--- src/rtl/bsg_dlatch_launch.sv ---
// Registers a handshaked word and launches it into a level-sensitive latch bank with a
// programmable setup/open/hold enable window. Optional parity output: BSG_DLATCH_LAUNCH_PARITY_EN.
module bsg_dlatch_launch #(
   parameter int unsigned width_p        = 16,
   parameter int unsigned setup_cycles_p = 1,
   parameter int unsigned open_cycles_p  = 1,
   parameter int unsigned hold_cycles_p  = 1
) (
   input  logic               clk_i,
   input  logic               reset_i,
   input  logic               v_i,
   input  logic [width_p-1:0] data_i,
   output logic               ready_o,
   output logic [width_p-1:0] data_o,
   output logic               latch_en_o,
`ifdef BSG_DLATCH_LAUNCH_PARITY_EN
   output logic               parity_o,
`endif
   output logic               done_o
);

   localparam int unsigned MaxSo     = (setup_cycles_p > open_cycles_p) ? setup_cycles_p
                                                                        : open_cycles_p;
   localparam int unsigned MaxCycles = (MaxSo > hold_cycles_p) ? MaxSo : hold_cycles_p;
   localparam int unsigned CntW      = $clog2(MaxCycles + 1);

   localparam logic [1:0] IDLE  = 2'd0;
   localparam logic [1:0] SETUP = 2'd1;
   localparam logic [1:0] OPEN  = 2'd2;
   localparam logic [1:0] HOLD  = 2'd3;

   localparam logic [CntW-1:0] SetupLoad = CntW'(setup_cycles_p - 1);
   localparam logic [CntW-1:0] OpenLoad  = CntW'(open_cycles_p - 1);
   localparam logic [CntW-1:0] HoldLoad  = CntW'(hold_cycles_p - 1);

   logic [1:0]         r_state, w_state_n;
   logic [CntW-1:0]    r_cnt, w_cnt_n;
   logic [width_p-1:0] r_data;
   logic               r_latch_en, w_latch_en_n;
   logic               r_done, w_done_n;
   logic               w_xfer;

   assign ready_o    = (r_state == IDLE) & ~reset_i;
   assign w_xfer     = v_i & ready_o;
   assign data_o     = r_data;
   assign latch_en_o = r_latch_en;
   assign done_o     = r_done;

   always_comb begin
      w_state_n    = r_state;
      w_cnt_n      = r_cnt;
      w_latch_en_n = r_latch_en;
      w_done_n     = 1'b0;
      case (r_state)
         IDLE: begin
            if (w_xfer) begin
               w_state_n = SETUP;
               w_cnt_n   = SetupLoad;
            end
         end
         SETUP: begin
            if (r_cnt == '0) begin
               w_state_n    = OPEN;
               w_cnt_n      = OpenLoad;
               w_latch_en_n = 1'b1;
            end else begin
               w_cnt_n = r_cnt - CntW'(1);
            end
         end
         OPEN: begin
            if (r_cnt == '0) begin
               w_state_n    = HOLD;
               w_cnt_n      = HoldLoad;
               w_latch_en_n = 1'b0;
            end else begin
               w_cnt_n = r_cnt - CntW'(1);
            end
         end
         HOLD: begin
            if (r_cnt == '0) begin
               w_state_n = IDLE;
               w_done_n  = 1'b1;
            end else begin
               w_cnt_n = r_cnt - CntW'(1);
            end
         end
         default: begin
            w_state_n    = IDLE;
            w_cnt_n      = '0;
            w_latch_en_n = 1'b0;
         end
      endcase
   end

   always_ff @(posedge clk_i or posedge reset_i) begin
      if (reset_i) begin
         r_state    <= IDLE;
         r_cnt      <= '0;
         r_latch_en <= 1'b0;
         r_done     <= 1'b0;
      end else begin
         r_state    <= w_state_n;
         r_cnt      <= w_cnt_n;
         r_latch_en <= w_latch_en_n;
         r_done     <= w_done_n;
      end
   end

   // The word only moves on a transfer edge, so it is stable across the whole window.
   always_ff @(posedge clk_i or posedge reset_i) begin
      if (reset_i) begin
         r_data <= '0;
      end else if (w_xfer) begin
         r_data <= data_i;
      end
   end

`ifdef BSG_DLATCH_LAUNCH_PARITY_EN
   logic r_parity;

   always_ff @(posedge clk_i or posedge reset_i) begin
      if (reset_i) begin
         r_parity <= 1'b0;
      end else if (w_xfer) begin
         r_parity <= ^data_i;
      end
   end

   assign parity_o = r_parity;
`endif

endmodule

--- config.mk ---
export PLATFORM = sky130hd
export DESIGN_NAME = bsg_dlatch_launch
export DESIGN_NICKNAME = d
export VERILOG_FILES = /design/src/rtl/bsg_dlatch_launch.sv
export SDC_FILE = /design/constraint.sdc
export NUM_CORES = 1
export LEC_CHECK = 0
export ABC_CLOCK_PERIOD_IN_PS = 3000
export CORE_MARGIN = 3
export CORE_UTILIZATION = 63
export DETAILED_ROUTE_END_ITERATION = 8
export DONT_BUFFER_PORTS = 1
export GPL_ROUTABILITY_DRIVEN = 0
export PLACE_DENSITY = 0.76
export SKIP_LAST_GASP = 1
export SYNTH_ARGS = -nofsm -noshare
export SYNTH_HDL_FRONTEND = slang
export SYNTH_SLANG_ARGS = --single-unit
export TNS_END_PERCENT = 50
--- constraint.sdc ---
create_clock -name clk_i -period 3 [get_ports clk_i]
set_clock_uncertainty 0.1 [all_clocks]
set_input_delay 0.45 -clock clk_i [delete_from_list [all_inputs] [get_ports clk_i]]
set_output_delay 0.45 -clock clk_i [all_outputs]
set_load 0.005 [all_outputs]
==> run summary, run 1 <==
ranking of synthesized cells by area -> dfrtp_1, mux2_4, mux2_2, ha_1, buf_12
Tcrit/Tclk final -> 62.67%
post-CTS setup buffers -> 0
antenna violations before repair -> 0
Seq/Total Area, Yosys -> 58.31%
routed wire length per instance -> 21.23 um
GRT Util Overall -> 17.22%
Initial DRC Count -> 4
Critical Path Source Type -> flip-flop
power consumption -> 940.2 uW
most frequent CP cell -> inv_1
count of mapped cells out of synthesis -> 54
CP Max Fanout -> 4
Layout area overhead -> 2.332%
CP max stage delay -> 0.41 ns
layout cell share with drive strength beyond 1 -> 37.50%
crit-path leading delay family -> flip-flops
Post-Syn Nets -> 76
Nets -> 80
pwr dens -> 1070 nW/um^2
clock tree buffer depth -> 2
DPL Wire Length -> 1125 um
drt via density -> 6.129
Final Max Tran Viols -> 0
Req. time, crit path -> 2.45 ns
Seq cells post-synth -> 20
Die Y -> 42.91 um
count of final hold-check violations -> 0
Ys Warns -> 0
Cell Area, Synth -> 858.3 um^2
hold_buf cts -> 0
Initial Util -> 72.36%
Slew headroom -> 51.66%
WL final -> 1486 um
endpoint class of the critical path -> primary output
CTS sink cnt -> 20
final global-route overflow total -> 0
Simple-Gate Fraction of Synth Area -> 4.227%
die area -> 1841 um^2
Post-Synth Adder-Cell Area -> 4.373%
max cap viols -> 0
Synth cell types -> 13
CP Cell Sequence -> inv_1, ha_1, inv_1, nor2_1
worst endpoint data arrival time -> 1.33 ns
RSZ-0062 raised after global routing -> false
Skew-Pair Late Insertion Delay -> 0.28 ns
Routed Antenna Nets -> 0
hold crit path type -> in -> async
outcome -> completed
clock buffer count from CTS -> 3
critical path type -> reg -> out
CTS tree -> yes
pin count of the biggest net entering global routing -> 21
die width -> 42.91 um
cell taking the most area after synthesis -> dfrtp_1
core area -> 1186 um^2
mux cell area share after synthesis -> 26.53%
H-tree levels -> 1
Setup TNS Final -> 0 ns
Max Fclk -> 0.5319 GHz
slowest CP cell -> dfrtp_1
Top Ports -> 38
WP buf/inv -> 2
root buf cell -> clkbuf_4
CTS resizes -> 0
Tmin final -> 1.880 ns
pin slew with the least headroom to its limit -> 0.7243 ns
xor and xnor area share after synthesis -> 0%
Leak -> 0.4547 nW
Avg Synthesized Cell Area -> 15.89 um^2
row count -> 12
DR DRC count -> 0
main combinational cell family by area after synthesis -> multiplexers
DRT Pass-1 Iters -> 4
first-pass GRT wire length -> 2359 um
IO Port Bufs -> 0
Final setup viols -> 0
Via Count -> 429
vias in the first global route -> 464
Synth Area in Compound Gates -> 2.041%
area fraction of the dominant cell type after synthesis -> 58.31%
Worst-path clk slew -> 0.10 ns
VDD IR-drop max -> 0.0005834 V
Ant. Diodes -> 0
## kinds of logic (layout without fill, tap and decap cells)
group / Yosys count / count (layout)
and+or+nand+nor: 5 / 5
DFF: 20 / 20
buffers and inverters: 6 / 8
adders and majority gates: 3 / 3
AOI/OAI and AO/OA: 3 / 3
muxes: 17 / 17
## sequential cells by signal, summed over array words and instances, names as in the netlist
signal,count
data_o,16
r_state,2
done_o,1
latch_en_o,1
## path summary, 6_finish.rpt
kind,start,end,slack [ns],cells after the start
min,reset_i,data_o[14]$_DFFE_PP0P_,0.06,1
min in group clk_i,data_i[9],data_o[9]$_DFFE_PP0P_,0.20,1
max in group asynchronous,reset_i,data_o[1]$_DFFE_PP0P_,2.29,1
max reg2reg,r_state[0]$_DFFE_PP0P_,data_o[1]$_DFFE_PP0P_,1.44,4
min reg2reg,data_o[11]$_DFFE_PP0P_,data_o[11]$_DFFE_PP0P_,0.45,1
max,r_state[0]$_DFFE_PP0P_,ready_o,1.12,4
## per-stage QoR
step	setup slack (ns)	instance area (um^2)	util [%]	instances	hold slack, ns
6_report	1.120	878.3	74.05	70	0.06071
5_1_grt	1.023	878.3	74.05	70	0.1016
4_1_cts	1.118	878.3	74.05	70	0.07669
3_5_place_dp	1.446	855.8	72.15	67	0.3994
3_3_place_gp	1.534	855.8	72.15	67	0.3572
2_1_floorplan	1.555	858.3	-	54	0.3138
## layer usage
metal  routed length [um]  part of all wire, %  global-route usage, %  vias up
met5                    0                    0                      0        -
met4                    0                    0                  3.727        0
met3                  174                   12                  7.627        0
met2                  732                   49                  26.65       30
met1                  579                   39                  22.22      214
li1                     -                    -                      -      185
## power breakdown
part	internal (mW)	leakage, nW	total (mW)	switching (mW)
combinational	0.183	0.203	0.304	0.121
sequential	0.406	0.238	0.518	0.112
clock	0.0466	0.0138	0.118	0.0717
total	0.636	0.455	0.940	0.304
## cell usage after synthesis
library cell / number
a21oi_1: 1
nor2_1: 3
mux2_2: 6
inv_1: 5
nand2_4: 1
nor2b_4: 1
dfrtp_1: 20
mux2i_1: 1
o21ai_0: 1
o31ai_1: 1
ha_1: 3
mux2_4: 10
buf_12: 1
## placed cells by master (no fill, tap or decap), drive strengths merged
| cell | Yosys | routed |
|---|---|---|
| nand2 | 1 | 1 |
| a21oi | 1 | 1 |
| clkbuf | 0 | 3 |
| dfrtp | 20 | 20 |
| ha | 3 | 3 |
| nor2b | 1 | 1 |
| mux2i | 1 | 1 |
| mux2 | 16 | 16 |
| inv | 5 | 5 |
| o21ai | 1 | 1 |
| nor2 | 3 | 3 |
| o31ai | 1 | 1 |
## worst register-to-register path, stage by stage, from the launching register on
cell and delay [ns]:
dfrtp_1 0.39, inv_1 0.08, ha_1 0.27, nand2_4 0.24, mux2_2 0.38
## cell type report
type,instances,area (um^2)
Clock buffer,3,22.52
Multi-Input combinational cell,28,319.1
Sequential cell,20,500.5
Fill cell,78,307.8
Tap cell,14,17.52
Inverter,5,18.77
(Power assumes the default switching activity.)
==> inputs of run 2 (changes only) <==
--- a/config.mk
+++ b/config.mk
@@ -5,13 +5,13 @@
 export SDC_FILE = /design/constraint.sdc
 export NUM_CORES = 1
 export LEC_CHECK = 0
-export ABC_CLOCK_PERIOD_IN_PS = 3000
+export ABC_CLOCK_PERIOD_IN_PS = 1800
 export CORE_MARGIN = 3
-export CORE_UTILIZATION = 63
+export CORE_UTILIZATION = 58
 export DETAILED_ROUTE_END_ITERATION = 8
 export DONT_BUFFER_PORTS = 1
 export GPL_ROUTABILITY_DRIVEN = 0
-export PLACE_DENSITY = 0.76
+export PLACE_DENSITY = 0.71
 export SKIP_LAST_GASP = 1
 export SYNTH_ARGS = -nofsm -noshare
 export SYNTH_HDL_FRONTEND = slang
==> constraint.sdc (replaced) <==
create_clock -name clk_i -period 1.8 [get_ports clk_i]
set_clock_uncertainty 0.1 [all_clocks]
set_input_delay 0.27 -clock clk_i [delete_from_list [all_inputs] [get_ports clk_i]]
set_output_delay 0.27 -clock clk_i [all_outputs]
set_load 0.005 [all_outputs]
==> run 2 against run 1 <==
Non-clock buffer count grew 2; highest routed layer is now met4; critical endpoint unchanged; register-to-register slack lost 1.2 ns; largest cell class unchanged; critical path type unchanged; setup slack lost 0.96 ns.
==> run summary, run 2 (same netlist as run 1, synthesis figures left out) <==
VDD IR-drop max -> 0.0009526 V
first-pass GRT wire length -> 2318 um
final global-route overflow total -> 0
clock buffer count from CTS -> 3
DPL Wire Length -> 1081 um
count of final hold-check violations -> 0
Slew headroom -> 52.32%
WP buf/inv -> 2
Max Fclk -> 0.6083 GHz
Tcrit/Tclk final -> 91.32%
Layout area overhead -> 6.706%
most common cell after layout, fill and taps aside -> dfrtp_1
Top Ports -> 38
DR DRC count -> 0
slowest CP cell -> dfrtp_1
most frequent CP cell -> inv_1
endpoint class of the critical path -> primary output
antenna violations before repair -> 0
row count -> 13
hold crit path type -> in -> reg
outcome -> completed
worst endpoint data arrival time -> 1.27 ns
routed wire length per instance -> 19.72 um
Via Count -> 425
Initial Util -> 63.58%
H-tree levels -> 1
pin count of the biggest net entering global routing -> 21
CTS tree -> yes
Setup TNS Final -> 0 ns
crit-path leading delay family -> flip-flops
RSZ-0062 raised after global routing -> false
Routed Antenna Nets -> 0
layout cell share with drive strength beyond 1 -> 38.98%
Filler cells -> 96
Req. time, crit path -> 1.43 ns
Critical Path Source Type -> flip-flop
core area -> 1350 um^2
CP max stage delay -> 0.43 ns
CP Max Fanout -> 4
clock tree buffer depth -> 2
Worst-path clk slew -> 0.11 ns
Skew-Pair Late Insertion Delay -> 0.29 ns
IO Port Bufs -> 0
max cap viols -> 0
critical path type -> reg -> out
Ant. Diodes -> 0
Nets -> 82
Leak -> 0.4688 nW
vias in the first global route -> 459
root buf cell -> clkbuf_4
DRT Pass-1 Iters -> 3
Register Area -> 500.5 um^2
fin cells -> 74
die width -> 44.47 um
Multi-input gate area -> 321.6 um^2
Min Hold Slack -> 0.01913 ns
Final Max Tran Viols -> 0
Initial DRC Count -> 3
drt via density -> 5.743
Die Y -> 44.47 um
commonest non-fill, non-tap cells in the layout -> dfrtp_1, mux2_4, mux2_2
placed cell area -> 857.1 um^2
pin slew with the least headroom to its limit -> 0.7144 ns
max reg flops -> 16
pwr dens -> 1760 nW/um^2
Tmin final -> 1.644 ns
CP Cell Sequence -> inv_1, ha_2, inv_1, nor2_1
WL final -> 1459 um
design area -> 915.9 um^2
GRT Util Overall -> 16.26%
die area -> 1978 um^2
CTS sink cnt -> 20
placed insts -> 68
Final setup viols -> 0
[run 2: layer usage]
metal,share of wire [%],vias to the layer above,track usage [%]
met3,7.4,2,5.285
met2,48,24,24.93
li1,-,191,-
met5,0,-,0
met4,0.55,0,3.614
met1,44,208,22.34
[run 2: stage by stage]
stage | util [%] | total power, mW | setup slack (ns)
CTS | 66.91 | 1.618 | 0.1001
floorplan | - | 1.260 | 0.3548
global route | 67.84 | 1.722 | 0.06052
finish | 67.84 | 1.612 | 0.1562
global placement | 63.48 | 1.310 | 0.3276
detailed placement | 63.48 | 1.361 | 0.2305
[run 2: layout make-up]
type,instances,area share [%]
inverter,5,2.049
timing repair buffer,2,2.186
clock buffer,4,3.962
sequential,20,54.64
multi-input combinational,28,35.11
tap,15,2.049
[run 2: repair_timing]
action                                  4_1_cts  5_1_grt
hold buffers                                  1        1
hold endpoints to repair                     20        1
endpoints found under the setup margin        0        1
gates resized for setup                       0        1
setup buffers                                 0        0
[run 2: power breakdown]
group	switching, mW	leakage [nW]	internal [mW]
sequential	0.185	0.238	0.677
combinational	0.185	0.209	0.311
clock	0.130	0.0210	0.123
total	0.500	0.469	1.11
[run 2: worst reg2reg max path: cells and delay by family, from the launching register on]
| family | cells | cell delay [ns] |
|---|---|---|
| adders and majority gates | 1 | 0.22 |
| buffers and inverters | 1 | 0.09 |
| DFF | 1 | 0.41 |
| muxes | 1 | 0.38 |
| and+or+nand+nor | 1 | 0.23 |
[run 2: final timing paths]
kind	slack, ns	startpoint	endpoint	depth (start not counted)
setup / recovery	0.16	r_state[0]$_DFFE_PP0P_	ready_o	4
hold / removal	0.02	data_i[11]	data_o[11]$_DFFE_PP0P_	1
setup reg to reg	0.27	r_state[0]$_DFFE_PP0P_	data_o[10]$_DFFE_PP0P_	4
hold reg to reg	0.45	data_o[4]$_DFFE_PP0P_	data_o[4]$_DFFE_PP0P_	1
max in group asynchronous	0.73	reset_i	data_o[14]$_DFFE_PP0P_	2
min in group asynchronous	0.43	reset_i	r_state[0]$_DFFE_PP0P_	2
